## src/rtl/pattern_pkg.sv

```systemverilog
// rtl/pattern_pkg.sv - pattern modes, register map and reset values for pattern_engine
package pattern_pkg;

  typedef enum logic [2:0] {
    MODE_PASS       = 3'd0,
    MODE_RAMP       = 3'd1,
    MODE_BARS       = 3'd2,
    MODE_XOR_STATIC = 3'd3,
    MODE_XOR_ANIM   = 3'd4,
    MODE_SOLID      = 3'd5,
    MODE_CHECKER    = 3'd6,
    MODE_OFF        = 3'd7
  } mode_e;

  localparam logic [2:0] ADDR_CTRL    = 3'd0;
  localparam logic [2:0] ADDR_VOFFSET = 3'd1;
  localparam logic [2:0] ADDR_SCROLL  = 3'd2;
  localparam logic [2:0] ADDR_SOLID_R = 3'd3;
  localparam logic [2:0] ADDR_SOLID_G = 3'd4;
  localparam logic [2:0] ADDR_SOLID_B = 3'd5;

  typedef struct packed {
    logic [7:0] ctrl;
    logic [7:0] voffset;
    logic [7:0] scroll;
    logic [7:0] solid_r;
    logic [7:0] solid_g;
    logic [7:0] solid_b;
  } cfg_t;

  localparam logic [7:0] CTRL_DEFAULT    = 8'h00;
  localparam logic [7:0] VOFFSET_DEFAULT = 8'h00;
  localparam logic [7:0] SCROLL_DEFAULT  = 8'h00;
  localparam logic [7:0] SOLID_DEFAULT   = 8'h00;

  localparam cfg_t CFG_DEFAULT = '{
    ctrl:    CTRL_DEFAULT,
    voffset: VOFFSET_DEFAULT,
    scroll:  SCROLL_DEFAULT,
    solid_r: SOLID_DEFAULT,
    solid_g: SOLID_DEFAULT,
    solid_b: SOLID_DEFAULT
  };

endpackage

```

## src/rtl/pattern_xor.sv

```systemverilog
// rtl/pattern_xor.sv - combinational XOR pattern, optionally animated by the frame counter
module pattern_xor #(
  parameter int COLOR_BITS = 8,
  parameter int POS_BITS   = 10,
  parameter int T_BITS     = 12
) (
  input  logic [POS_BITS-1:0]   hpos,
  input  logic [POS_BITS-1:0]   vv,
  input  logic [T_BITS-1:0]     frame_count,
  input  logic                  anim,
  output logic [COLOR_BITS-1:0] xr,
  output logic [COLOR_BITS-1:0] xg,
  output logic [COLOR_BITS-1:0] xb
);
  // Headroom so the animated sums keep their carry before the right shift.
  localparam int XW = ((POS_BITS > T_BITS) ? POS_BITS : T_BITS) + 2;

  logic [XW-1:0] h, v, fr, fg, fb;

  assign h  = XW'(hpos);
  assign v  = XW'(vv);
  assign fr = anim ? XW'(frame_count >> 3) : '0;
  assign fg = anim ? XW'(frame_count >> 2) : '0;
  assign fb = anim ? XW'(frame_count >> 1) : '0;

  assign xr = COLOR_BITS'(((h + fr) >> 1) ^ ((v + fr) >> 1));
  assign xg = COLOR_BITS'((h + fg) ^ (v + fg));
  assign xb = COLOR_BITS'(((h + fb) << 1) ^ ((v + fb) << 1));

endmodule

```

## src/rtl/pattern_engine.sv

```systemverilog
// rtl/pattern_engine.sv - test-pattern generator with frame-synchronous config commit
module pattern_engine
  import pattern_pkg::*;
#(
  parameter int   COLOR_BITS = 8,
  parameter int   POS_BITS   = 10,
  parameter int   T_BITS     = 12,
  parameter logic SYNC_IDLE  = 1'b1
) (
  input  logic                  clk,
  input  logic                  reset,
  input  logic [POS_BITS-1:0]   hpos,
  input  logic [POS_BITS-1:0]   vpos,
  input  logic                  visible,
  input  logic                  hblank,
  input  logic                  vblank,
  input  logic                  hsync_in,
  input  logic                  vsync_in,
  input  logic                  frame_end,
  input  logic [COLOR_BITS-1:0] pass_in,
  input  logic                  cfg_valid,
  input  logic [2:0]            cfg_addr,
  input  logic [7:0]            cfg_data,
  output logic                  cfg_ready,
  output logic                  cfg_pending,
  output logic [COLOR_BITS-1:0] r,
  output logic [COLOR_BITS-1:0] g,
  output logic [COLOR_BITS-1:0] b,
  output logic                  hsync_out,
  output logic                  vsync_out,
  output logic                  hblank_out,
  output logic                  vblank_out,
  output logic [T_BITS-1:0]     frame_count
);
  typedef logic [COLOR_BITS-1:0] pix_t;

  // Stage flag order: {visible, hsync, vsync, hblank, vblank}
  localparam logic [4:0] FLG1_RST = {1'b0, SYNC_IDLE, SYNC_IDLE, 2'b00};
  localparam logic [3:0] FLG2_RST = {SYNC_IDLE, SYNC_IDLE, 2'b00};

  cfg_t              shadow_q, shadow_d, active_q, active_d;
  logic              voff_wr_q, voff_wr_d, pending_q, pending_d;
  logic [T_BITS-1:0] fcnt_q, fcnt_d;

  assign cfg_ready = !reset && !frame_end;

  always_comb begin
    shadow_d  = shadow_q;
    active_d  = active_q;
    voff_wr_d = voff_wr_q;
    pending_d = pending_q;
    fcnt_d    = fcnt_q;
    if (cfg_valid && cfg_ready) begin
      case (cfg_addr)
        ADDR_CTRL:    shadow_d.ctrl = cfg_data;
        ADDR_VOFFSET: begin
          shadow_d.voffset = cfg_data;
          voff_wr_d        = 1'b1;
        end
        ADDR_SCROLL:  shadow_d.scroll  = cfg_data;
        ADDR_SOLID_R: shadow_d.solid_r = cfg_data;
        ADDR_SOLID_G: shadow_d.solid_g = cfg_data;
        ADDR_SOLID_B: shadow_d.solid_b = cfg_data;
        default: ;
      endcase
      if (cfg_addr <= ADDR_SOLID_B) pending_d = 1'b1;
    end
    // An explicit VOFFSET write wins over this frame's scroll step.
    if (frame_end) begin
      active_d         = shadow_q;
      active_d.voffset = voff_wr_q ? shadow_q.voffset : active_q.voffset + shadow_q.scroll;
      voff_wr_d        = 1'b0;
      pending_d        = 1'b0;
      fcnt_d           = fcnt_q + T_BITS'(1);
    end
  end

  mode_e               mode;
  logic [1:0]          primary, divider;
  logic [POS_BITS-1:0] vv, hd;
  pix_t                ca, cb, cc, ramp_r, ramp_g, ramp_b, xr, xg, xb;
  pix_t                pat_r, pat_g, pat_b;
  logic                bar_inv, chk_on, unused_ctrl;

  assign mode        = mode_e'(active_q.ctrl[2:0]);
  assign primary     = active_q.ctrl[4:3];
  assign divider     = active_q.ctrl[6:5];
  assign unused_ctrl = active_q.ctrl[7];
  assign vv          = vpos + POS_BITS'(active_q.voffset);
  assign hd          = hpos >> divider;
  assign ca          = pix_t'(hd);
  assign cb          = pix_t'(vv);
  assign cc          = pix_t'(fcnt_q);
  assign bar_inv     = ((vpos >> 8) == '0) ? hd[0] : hpos[0];
  assign chk_on      = hpos[4] ^ vv[4];

  function automatic pix_t msb_align(input logic [7:0] v);
    logic [17:0] wide;
    wide = {v, 10'b0};
    return pix_t'(wide >> (18 - COLOR_BITS));
  endfunction

  pattern_xor #(
    .COLOR_BITS (COLOR_BITS),
    .POS_BITS   (POS_BITS),
    .T_BITS     (T_BITS)
  ) u_xor (
    .hpos        (hpos),
    .vv          (vv),
    .frame_count (fcnt_q),
    .anim        (mode == MODE_XOR_ANIM),
    .xr          (xr),
    .xg          (xg),
    .xb          (xb)
  );

  always_comb begin
    case (primary)
      2'd0:    {ramp_r, ramp_g, ramp_b} = {ca, cb, cc};
      2'd1:    {ramp_r, ramp_g, ramp_b} = {cc, ca, cb};
      2'd2:    {ramp_r, ramp_g, ramp_b} = {cb, cc, ca};
      default: {ramp_r, ramp_g, ramp_b} = {ca, ca, ca};
    endcase
  end

  always_comb begin
    pat_r = '0;
    pat_g = '0;
    pat_b = '0;
    case (mode)
      MODE_PASS:       {pat_r, pat_g, pat_b} = {pass_in, pass_in, pass_in};
      MODE_RAMP:       {pat_r, pat_g, pat_b} = {ramp_r, ramp_g, ramp_b};
      MODE_BARS:       {pat_r, pat_g, pat_b} = {ramp_r, ramp_g, ramp_b} ^ {3*COLOR_BITS{bar_inv}};
      MODE_XOR_STATIC,
      MODE_XOR_ANIM:   {pat_r, pat_g, pat_b} = {xr, xg, xb};
      MODE_SOLID:      {pat_r, pat_g, pat_b} = {msb_align(active_q.solid_r),
                                                msb_align(active_q.solid_g),
                                                msb_align(active_q.solid_b)};
      MODE_CHECKER:    {pat_r, pat_g, pat_b} = {3*COLOR_BITS{chk_on}};
      default: ;
    endcase
  end

  pix_t       r1_q, r1_d, g1_q, g1_d, b1_q, b1_d;
  pix_t       r2_q, r2_d, g2_q, g2_d, b2_q, b2_d;
  logic [4:0] flg1_q, flg1_d;
  logic [3:0] flg2_q, flg2_d;

  always_comb begin
    r1_d   = pat_r;
    g1_d   = pat_g;
    b1_d   = pat_b;
    flg1_d = {visible, hsync_in, vsync_in, hblank, vblank};
    r2_d   = flg1_q[4] ? r1_q : '0;
    g2_d   = flg1_q[4] ? g1_q : '0;
    b2_d   = flg1_q[4] ? b1_q : '0;
    flg2_d = flg1_q[3:0];
  end

  always_ff @(posedge clk) begin
    if (reset) begin
      shadow_q  <= CFG_DEFAULT;
      active_q  <= CFG_DEFAULT;
      voff_wr_q <= 1'b0;
      pending_q <= 1'b0;
      fcnt_q    <= '0;
      r1_q      <= '0;
      g1_q      <= '0;
      b1_q      <= '0;
      r2_q      <= '0;
      g2_q      <= '0;
      b2_q      <= '0;
      flg1_q    <= FLG1_RST;
      flg2_q    <= FLG2_RST;
    end else begin
      shadow_q  <= shadow_d;
      active_q  <= active_d;
      voff_wr_q <= voff_wr_d;
      pending_q <= pending_d;
      fcnt_q    <= fcnt_d;
      r1_q      <= r1_d;
      g1_q      <= g1_d;
      b1_q      <= b1_d;
      r2_q      <= r2_d;
      g2_q      <= g2_d;
      b2_q      <= b2_d;
      flg1_q    <= flg1_d;
      flg2_q    <= flg2_d;
    end
  end

  assign cfg_pending = pending_q;
  assign frame_count = fcnt_q;
  assign r           = r2_q;
  assign g           = g2_q;
  assign b           = b2_q;
  assign hsync_out   = flg2_q[3];
  assign vsync_out   = flg2_q[2];
  assign hblank_out  = flg2_q[1];
  assign vblank_out  = flg2_q[0];

endmodule
```

## config.mk

```make
export PLATFORM = sky130hd
export DESIGN_NAME = pattern_engine
export DESIGN_NICKNAME = d
export VERILOG_FILES = /design/src/rtl/pattern_pkg.sv /design/src/rtl/pattern_xor.sv /design/src/rtl/pattern_engine.sv
export SDC_FILE = /design/constraint.sdc
export NUM_CORES = 1
export LEC_CHECK = 0
export BUFFER_PORTS_ARGS = -buffer_cell sky130_fd_sc_hd__buf_4
export CAP_MARGIN = 20
export CORE_ASPECT_RATIO = 0.7
export CORE_MARGIN = 2
export CORE_UTILIZATION = 52
export CTS_BUF_LIST = sky130_fd_sc_hd__clkbuf_2 sky130_fd_sc_hd__clkbuf_4 sky130_fd_sc_hd__clkbuf_8
export DETAILED_ROUTE_END_ITERATION = 6
export MAX_ROUTING_LAYER = met4
export PLACE_DENSITY_LB_ADDON = 0.25
export SLEW_MARGIN = 30
export SYNTH_ARGS = -nofsm -noshare
export SYNTH_HDL_FRONTEND = slang
export SYNTH_SLANG_ARGS = --single-unit
```

## constraint.sdc

```tcl
create_clock -name clk -period 6.8 [get_ports clk]
set_input_delay 0.34 -clock clk [delete_from_list [all_inputs] [get_ports clk]]
set_output_delay 0.34 -clock clk [all_outputs]
set_load 0.005 [all_outputs]
```

==> results.yml, run 1 <==
global_routing:
  track_usage: 0.2854
  grt_pass1_vias: 7044
  overflow: 0
  antenna_found_initial: 0
  grt_max_degree: 84
  grt_pass1_wl_um: 40140
clocking:
  post_cts_buffers: 0
  root_buffer: "clkbuf_8"
  clock_path_buffers: 2
  cts.sinks: 157
  h-tree-depth: 4
  cts_buffers: 17
  cts_tree: "done"
  postCtsHoldBufs: 0
  clk_latency_ns: 0.48
  clk_transition_reported_paths_ns: 0.10
  cts_resized: 0
floorplan:
  design.core.area_um2: 17950
  chipHeight_um: 117.1
  num_rows: 41
  die_w_um: 165.6
  start_util: 0.5293
  pin_count: 90
  dieArea_um2: 19390
sta:
  fin_tns_setup_ns: 0
  rsz0062_at_grt: "false"
  min_period_over_period: 0.5768
  fin_crit_ns: 3.922
  hold_ws_ns: 0.04331
  slew_headroom: 0.3306
  final_max_slew_viol_count: 0
  setup_viol: 0
  worstMarginPinSlew_ns: 1.000
  max_freq_mhz: 255.0
  finClkSkew_ns: 0.01758
  finalHoldViolCount: 0
routing:
  vias: 8196
  postRouteAntennaNets: 0
  first_pass_iters: 7
  totalWireLength_um: 26760
  first_iter_violations: 935
  drcViolationCount: 17
  wire_per_inst_um: 19.42
  vias_per_cell: 5.948
yosys:
  synth.net_count: 1185
  synthArstFlopShare: 0
  synth.cells.most_frequent: "157 x dfxtp_1, 132 x nor2_1, 93 x mux2i_1"
  ys_top_cells_by_area: "dfxtp_1 33%, mux2i_1 9.8%, ha_1 6.8%"
  yosysWarningCount: 0
  yosysTopAreaCell: "dfxtp_1"
  yosysMostFrequentCell: "dfxtp_1"
  avgSynthCellArea_um2: 8.825
  synth_edf_count: 0
  synth_seq_cells: 157
  syn_area_um2: 9504
  synthFlopType: "dfxtp_1"
  syn_inst: 1077
  yosys.area.top_type_share: 0.3307
  synth_seq_area_share: 0.3307
  ys_types: 71
min_path:
  hp-start: "hsync_in"
  whs_path_depth: 2
  hold_path.class: "primary input to flip-flop"
  holdPathEnd: "flg1_q[3]$_SDFF_PP1_"
finish:
  n_fill_cell: 1573
  n_antenna_cell: 0
  seq_area_um2: 3143
  area_delta_synth_final_pct: 12.84
  multi_input_area_um2: 6023
  final_net_count: 1237
  drive_gt1_frac: 0.1340
worst_setup_path:
  critPathRequiredTime_ns: 7.22
  ff2ff_setup_slack_ns: 2.88
  cp-start-kind: "flip-flop"
  r2r_end: "r1_q[7]$_SDFF_PP0_"
  cp_max_fo: 5
  end_kind: "flip-flop"
  r2r_cells: 12
  r2r_start: "active_q[33]$_SDFFE_PP0P_"
  startpoint: "active_q[33]$_SDFFE_PP0P_"
  worst-setup-path-type: "flip-flop to flip-flop"
  cp.arrival_ns: 4.34
pwr:
  ir_drop_mv: 0.1105
  leakage_uw: 0.004712
  power.total_uw: 2061
  power_density_nw_per_um2: 192.2
place:
  dp_hpwl_um: 19970
  gp_congestion: 1.018
  port_buffers: 89
run_status:
  violations: "design-rule violations"
  status: "finished, violations left"
flow_run:
  drv_cap: 0
## layout by cell type, fill, tap and decap left out, drive strengths merged, types with 13 or more instances in the layout
cell      n
inv      40
nor3     17
buf      95
a22o     13
nand2    65
nor2b    17
a21o     24
a21oi    67
a31oi    14
xor2     20
mux2i    93
ha       52
dfxtp   157
nor2    133
clkbuf   17
xnor2    59
and2     37
o21ai    36
## state kept, by name (all words and copies together) (netlist names), 5 cells and up
register,cells
g1_q,8
b1_q,8
g,8
r1_q,8
b,8
active_q,39
flg1_q,5
frame_count,12
shadow_q,47
r,8
## report_power, final
group          total (µW)  internal, µW  switching, µW
logic                 350           148            202
clock network         761           323            437
registers             950           938           12.3
## worst max-delay path by stage
stage                              end  slack (ns)
detailed placement  r1_q[7]$_SDFF_PP0_        2.86
global route        r1_q[7]$_SDFF_PP0_        2.74
CTS                 r1_q[7]$_SDFF_PP0_        3.00
finish              r1_q[7]$_SDFF_PP0_        2.88
floorplan           r1_q[7]$_SDFF_PP0_        3.53
global placement    r1_q[7]$_SDFF_PP0_        2.87
## final cells by class
| type | count | area share |
|---|---|---|
| timing repair buffer | 95 | 0.06650 |
| multi-input combinational | 828 | 0.5617 |
| sequential | 157 | 0.2931 |
| clock inverter | 15 | 0.01890 |
| clock buffer | 17 | 0.02182 |
| inverter | 30 | 0.01050 |
| tap | 236 | 0.02753 |
## worst max-delay path, cell delays in order (launching register included)
cell,delay (ns)
dfxtp_1,0.45
ha_1,0.31
a211o_1,0.34
nand2_1,0.10
and2_1,0.40
ha_1,0.36
nor2b_1,0.15
a221oi_1,0.57
o21ai_0,0.29
a311oi_1,0.33
nor3_1,0.09
or4_1,0.40
nand3_1,0.09
## layer usage
layer,wire length [µm],GRT usage,share of wire
met1,12690,0.4046,0.47
met2,11000,0.3978,0.41
met3,2675,0.08492,0.10
met4,394,0.06609,0.015
met5,0,-,0
## stage by stage
step | instance area (µm²) | setup slack (ns) | instances | utilization
finish | 10720 | 2.878 | 1378 | 0.5973
global route | 10720 | 2.739 | 1378 | 0.5973
CTS | 10720 | 2.996 | 1378 | 0.5971
detailed placement | 10280 | 2.856 | 1346 | 0.5728
global placement | 10280 | 2.868 | 1346 | 0.5727
floorplan | 9504 | 3.532 | 1077 | -
## cell families (layout without fill, tap and decap cells)
group,count (synthesis),after routing,synth area share
buffers and inverters,92,157,0.03752
and+or+nand+nor,323,323,0.1597
muxes,99,99,0.1074
AOI/OAI and AO/OA,256,256,0.1843
xor gates and xnor gates,87,87,0.09189
DFF,157,157,0.3307
adders and majority gates,63,63,0.08847
Power figures use the tool's default switching activity.
==> run 2: changes to the inputs <==
==> constraint.sdc (replaced) <==
create_clock -name clk -period 3.3 [get_ports clk]
set_input_delay 0.165 -clock clk [delete_from_list [all_inputs] [get_ports clk]]
set_output_delay 0.165 -clock clk [all_outputs]
set_load 0.005 [all_outputs]
==> run 2 against run 1 <==
Clock power grew 110%. Non-clock buffer count rose by 69. Largest power group unchanged. Worst hold slack got worse by 0.028 ns. Count of clock-buffer cells in the layout unchanged. Final cell count grew 5.0%. The flow now finishes without violations. Global-route usage increased by 2.1 points. Setup slack worse by 2.8 ns. Register-to-register slack worse by 2.8 ns.
==> results.yml, run 2 (synthesis results as in run 1) <==
run_status:
  status: "completed"
worst_setup_path:
  cp.arrival_ns: 3.56
  startpoint: "active_q[32]$_SDFFE_PP0P_"
  r2r_end: "g1_q[6]$_SDFF_PP0_"
  worst-setup-path-type: "flip-flop to flip-flop"
  crit_top_cell: "buf_4"
  r2r_start: "active_q[32]$_SDFFE_PP0P_"
  end_kind: "flip-flop"
  r2r_cells: 14
  cp-endpoint: "g1_q[6]$_SDFF_PP0_"
  crit_path_cell_trace: "ha_2 -> fa_2 -> inv_1 -> buf_4 -> fa_1 -> nor2b_1 -> o21ai_0 -> nand2b_1 -> buf_4 -> buf_4 -> a21oi_1 -> o31ai_1 -> xor2_1 -> o22ai_1"
  worst-path-buf-inv: 4
  cp_max_fo: 4
  ff2ff_setup_slack_ns: 0.06
  path_delay_family: "adder cells"
  max_stage_delay_ns: 0.66
  cp.depth: 14
  slowest_stage: "fa_2"
  critPathRequiredTime_ns: 3.63
  cp-start-kind: "flip-flop"
clocking:
  clk_latency_ns: 0.48
  cts_buffers: 17
  root_buffer: "clkbuf_8"
  cts.sinks: 157
  cts_tree: "done"
  clock_path_buffers: 2
  h-tree-depth: 4
  clk_transition_reported_paths_ns: 0.10
routing:
  totalWireLength_um: 28690
  first_iter_violations: 905
  vias_per_cell: 5.769
  wire_per_inst_um: 19.82
  postRouteAntennaNets: 0
  vias: 8348
  drcViolationCount: 0
  first_pass_iters: 5
min_path:
  hold_path.class: "primary input to flip-flop"
place:
  dp_cells: 1407
  dp_hpwl_um: 21790
  port_buffers: 89
  gp_congestion: 1.024
global_routing:
  overflow: 0
  track_usage: 0.3066
  antenna_found_initial: 0
  grt_pass1_wl_um: 42880
  grt_max_degree: 61
  grt_pass1_vias: 7431
pwr:
  power_density_nw_per_um2: 386.6
  ir_drop_mv: 0.2532
  leakage_uw: 0.005054
sta:
  finClkSkew_ns: 0.02433
  finalHoldViolCount: 0
  slew_headroom: 0.4139
  fin_crit_ns: 3.236
  min_period_over_period: 0.9805
  worstMarginPinSlew_ns: 0.8792
  setup_viol: 0
  hold_ws_ns: 0.01535
  max_freq_mhz: 309.1
  rsz0062_at_grt: "true"
  fin_tns_setup_ns: 0
  final_max_slew_viol_count: 0
floorplan:
  num_rows: 41
  dieArea_um2: 19390
  pin_count: 90
  die_w_um: 165.6
  chipHeight_um: 117.1
  design.core.area_um2: 17950
  start_util: 0.5293
finish:
  n_antenna_cell: 0
  regMostFlops: "shadow_q"
  largest_reg_flops: 47
  layout_common_cells: "157 x dfxtp_1, 157 x buf_4, 132 x nor2_1"
  area_delta_synth_final_pct: 19.04
  drive_gt1_frac: 0.1817
  final_net_count: 1306
  finalNonFillerCells: 1447
flow_run:
  drv_cap: 0
-- run 2: worst min-delay path: stages --
cell and delay (ns):
buf_4 0.14, mux2i_1 0.08, nor2_1 0.07
-- run 2: area by class of cell --
type                    count  area, µm²
fillers                  1591       6641
multi-input cells         828       6067
flip-flops and latches    157       3143
repair buffers            164       1249
well taps                 236      295.3
clock buffers              17      234.0
clock inverters            15      212.7
inverters                  30      112.6
-- run 2: how the worst min path moves through the flow --
stage | startpoint | endpoint | slack [ns] | cells past startpoint
final | cfg_data[6] | shadow_q[6]$_SDFFE_PP0P_ | 0.02 | 3
after detailed placement | hsync_in | flg1_q[3]$_SDFF_PP1_ | 0.35 | 2
after global placement | vsync_in | flg1_q[2]$_SDFF_PP1_ | 0.35 | 2
after CTS | cfg_data[6] | shadow_q[14]$_SDFFE_PP0P_ | 0.005 | 3
after floorplan | vsync_in | flg1_q[2]$_SDFF_PP1_ | 0.27 | 1
after global routing | cfg_data[6] | shadow_q[14]$_SDFFE_PP0P_ | 0.02 | 3
-- run 2: power breakdown --
part	leakage (µW)	switching, µW	internal (µW)
clock	0.000220	880	725
combinational	0.00356	450	364
sequential	0.00128	21.4	1930
-- run 2: metal layers --
layer / GRT usage / share of wire / routed length (µm) / vias to the layer above
li1: - / - / - / 4081
met1: 0.4438 / 0.48 / 13700 / 3875
met2: 0.4426 / 0.42 / 11980 / 360
met3: 0.05920 / 0.094 / 2693 / 32
met4: 0.06609 / 0.011 / 318 / 0
met5: - / 0 / 0 / -
-- run 2: metrics by stage --
stage / total power, µW / cell area (µm²) / setup slack (ns) / utilization
final: 4373 / 11310 / 0.06441 / 0.6301
after detailed placement: 2773 / 10740 / 0.03102 / 0.5980
after CTS: 4356 / 11250 / 0.01360 / 0.6268
after floorplan: 2469 / 9504 / 0.03205 / -
after global routing: 4522 / 11310 / -0.01993 / 0.6301
after global placement: 2764 / 10740 / 0.08018 / 0.5980
-- run 2: timing repair --
action	in CTS	in global routing
setup endpoints to repair	0	9
resized for setup	0	9
hold buffers	7	0
hold endpoints to repair	10	0
setup buffers	0	1
==> run 3: changes to the inputs <==
--- a/config.mk
+++ b/config.mk
@@ -10,7 +10,6 @@
 export CORE_ASPECT_RATIO = 0.7
 export CORE_MARGIN = 2
 export CORE_UTILIZATION = 52
-export CTS_BUF_LIST = sky130_fd_sc_hd__clkbuf_2 sky130_fd_sc_hd__clkbuf_4 sky130_fd_sc_hd__clkbuf_8
 export DETAILED_ROUTE_END_ITERATION = 6
 export MAX_ROUTING_LAYER = met4
 export PLACE_DENSITY_LB_ADDON = 0.25
==> run 3 against run 2 <==
Cell area increased by 1.6%. Critical path depth unchanged. Non-clock buffer count decreased by 1. Clock skew fell by 0.0089 ns. Register-to-register slack hardly changed. Critical endpoint unchanged.
==> results.yml, run 3 (synthesis results as in run 1) <==
worst_setup_path:
  crit_top_cell: "buf_4"
  r2r_start: "active_q[32]$_SDFFE_PP0P_"
  max_stage_delay_ns: 0.66
  ff2ff_setup_slack_ns: 0.06
  cp-start-kind: "flip-flop"
  end_kind: "flip-flop"
  crit_path_cell_trace: "ha_2 -> fa_2 -> inv_1 -> buf_4 -> fa_1 -> nor2b_1 -> o21ai_0 -> nand2b_1 -> buf_4 -> buf_4 -> a21oi_1 -> o31ai_1 -> xor2_1 -> o22ai_1"
  cp-endpoint: "g1_q[6]$_SDFF_PP0_"
  r2r_cells: 14
  cp.arrival_ns: 3.53
  worst-path-buf-inv: 4
  cp_max_fo: 4
  cp.depth: 14
  r2r_end: "g1_q[6]$_SDFF_PP0_"
  startpoint: "active_q[32]$_SDFFE_PP0P_"
  critPathRequiredTime_ns: 3.59
  worst-setup-path-type: "flip-flop to flip-flop"
  slowest_stage: "fa_2"
  path_delay_family: "adder cells"
sta:
  fin_tns_setup_ns: 0
  setup_viol: 0
  finClkSkew_ns: 0.01547
  min_period_over_period: 0.9814
  finalHoldViolCount: 0
  slew_headroom: 0.4315
  max_freq_mhz: 308.8
  final_max_slew_viol_count: 0
  worst_slack_ns: 0.06126
  worstMarginPinSlew_ns: 0.8527
  rsz0062_at_grt: "true"
  fin_crit_ns: 3.239
pwr:
  ir_drop_mv: 0.3622
  power_density_nw_per_um2: 424.7
  power.total_uw: 4882
  leakage_uw: 0.005137
clocking:
  cts_buffers: 17
  cts.sinks: 157
  clock_path_buffers: 2
  clk_latency_ns: 0.44
  h-tree-depth: 4
  root_buffer: "clkbuf_16"
  clk_transition_reported_paths_ns: 0.07
  cts_tree: "done"
finish:
  finalNonFillerCells: 1446
  n_antenna_cell: 0
  multi_input_area_um2: 6068
  layout_common_cells: "157 x dfxtp_1, 157 x buf_4, 132 x nor2_1"
  regMostFlops: "shadow_q"
  largest_reg_flops: 47
  seq_area_um2: 3143
  drive_gt1_frac: 0.1826
  final_net_count: 1305
  area_delta_synth_final_pct: 20.96
  n_fill_cell: 1563
  final_area_um2: 11500
floorplan:
  chipHeight_um: 117.1
  die_w_um: 165.6
  start_util: 0.5293
  num_rows: 41
  pin_count: 90
  dieArea_um2: 19390
  design.core.area_um2: 17950
min_path:
  hold_path.class: "primary input to flip-flop"
routing:
  vias: 8409
  postRouteAntennaNets: 0
  drcViolationCount: 0
  wire_per_inst_um: 19.96
  first_iter_violations: 967
  totalWireLength_um: 28870
  first_pass_iters: 6
  vias_per_cell: 5.815
global_routing:
  track_usage: 0.3107
  grt_pass1_vias: 7470
  overflow: 0
  grt_max_degree: 61
  antenna_found_initial: 0
  grt_pass1_wl_um: 43370
place:
  place_ws_ns: 0.03102
  dp_hpwl_um: 21790
  port_buffers: 89
  gp_congestion: 1.024
  dp_cells: 1407
  dpl-instance-area_um2: 10740
run_status:
  status: "completed"
flow_run:
  drv_cap: 0
-- run 3: layout make-up --
class                   count  share of cell area
well taps                 236             0.02569
multi-input cells         828              0.5279
clock buffers              17             0.03700
clock inverters            15             0.01850
flip-flops and latches    157              0.2734
inverters                  30            0.009795
repair buffers            163              0.1077
-- run 3: repair_timing --
action	4_1_cts	5_1_grt
endpoints found under the setup margin	0	9
resized for setup	0	10
hold buffers	6	0
hold endpoints to repair	6	0
setup buffers	0	1
-- run 3: worst register-to-register path: cells and delay by family (launching register included) --
| kind | cells | cell delay [ns] |
|---|---|---|
| buffers and inverters | 4 | 0.48 |
| AO/OA/AOI/OAI | 4 | 0.55 |
| XOR/XNOR | 1 | 0.23 |
| adder cells (fa/ha/maj) | 3 | 1.29 |
| flip-flops | 1 | 0.32 |
| AND/OR/NAND/NOR | 2 | 0.25 |
-- run 3: per-stage QoR --
stage / hold WS (ns) / util
floorplan: 0.2688 / -
global placement: 0.3502 / 0.5980
detailed placement: 0.3532 / 0.5980
CTS: 0.01292 / 0.6369
global route: 0.04576 / 0.6403
finish: 0.02269 / 0.6403
-- run 3: routing by layer --
metal  track usage  part of all wire
met3       0.05849             0.088
met2        0.4537              0.43
met5             -                 0
met1        0.4502              0.48
met4       0.05747            0.0083
-- run 3: how the worst min path moves through the flow --
stage | slack [ns] | startpoint | to | depth (start not counted)
5_1_grt | 0.05 | cfg_data[7] | shadow_q[31]$_SDFFE_PP0P_ | 3
3_5_place_dp | 0.35 | hsync_in | flg1_q[3]$_SDFF_PP1_ | 2
2_1_floorplan | 0.27 | vsync_in | flg1_q[2]$_SDFF_PP1_ | 1
4_1_cts | 0.01 | cfg_data[7] | shadow_q[7]$_SDFFE_PP0P_ | 3
6_report | 0.02 | cfg_data[7] | shadow_q[15]$_SDFFE_PP0P_ | 3
3_3_place_gp | 0.35 | vsync_in | flg1_q[2]$_SDFF_PP1_ | 2
-- run 3: where the power goes --
part,internal [µW],switching (µW),leakage [µW]
logic,364,452,0.00355
registers,1930,21.6,0.00128
clock network,1170,943,0.000307
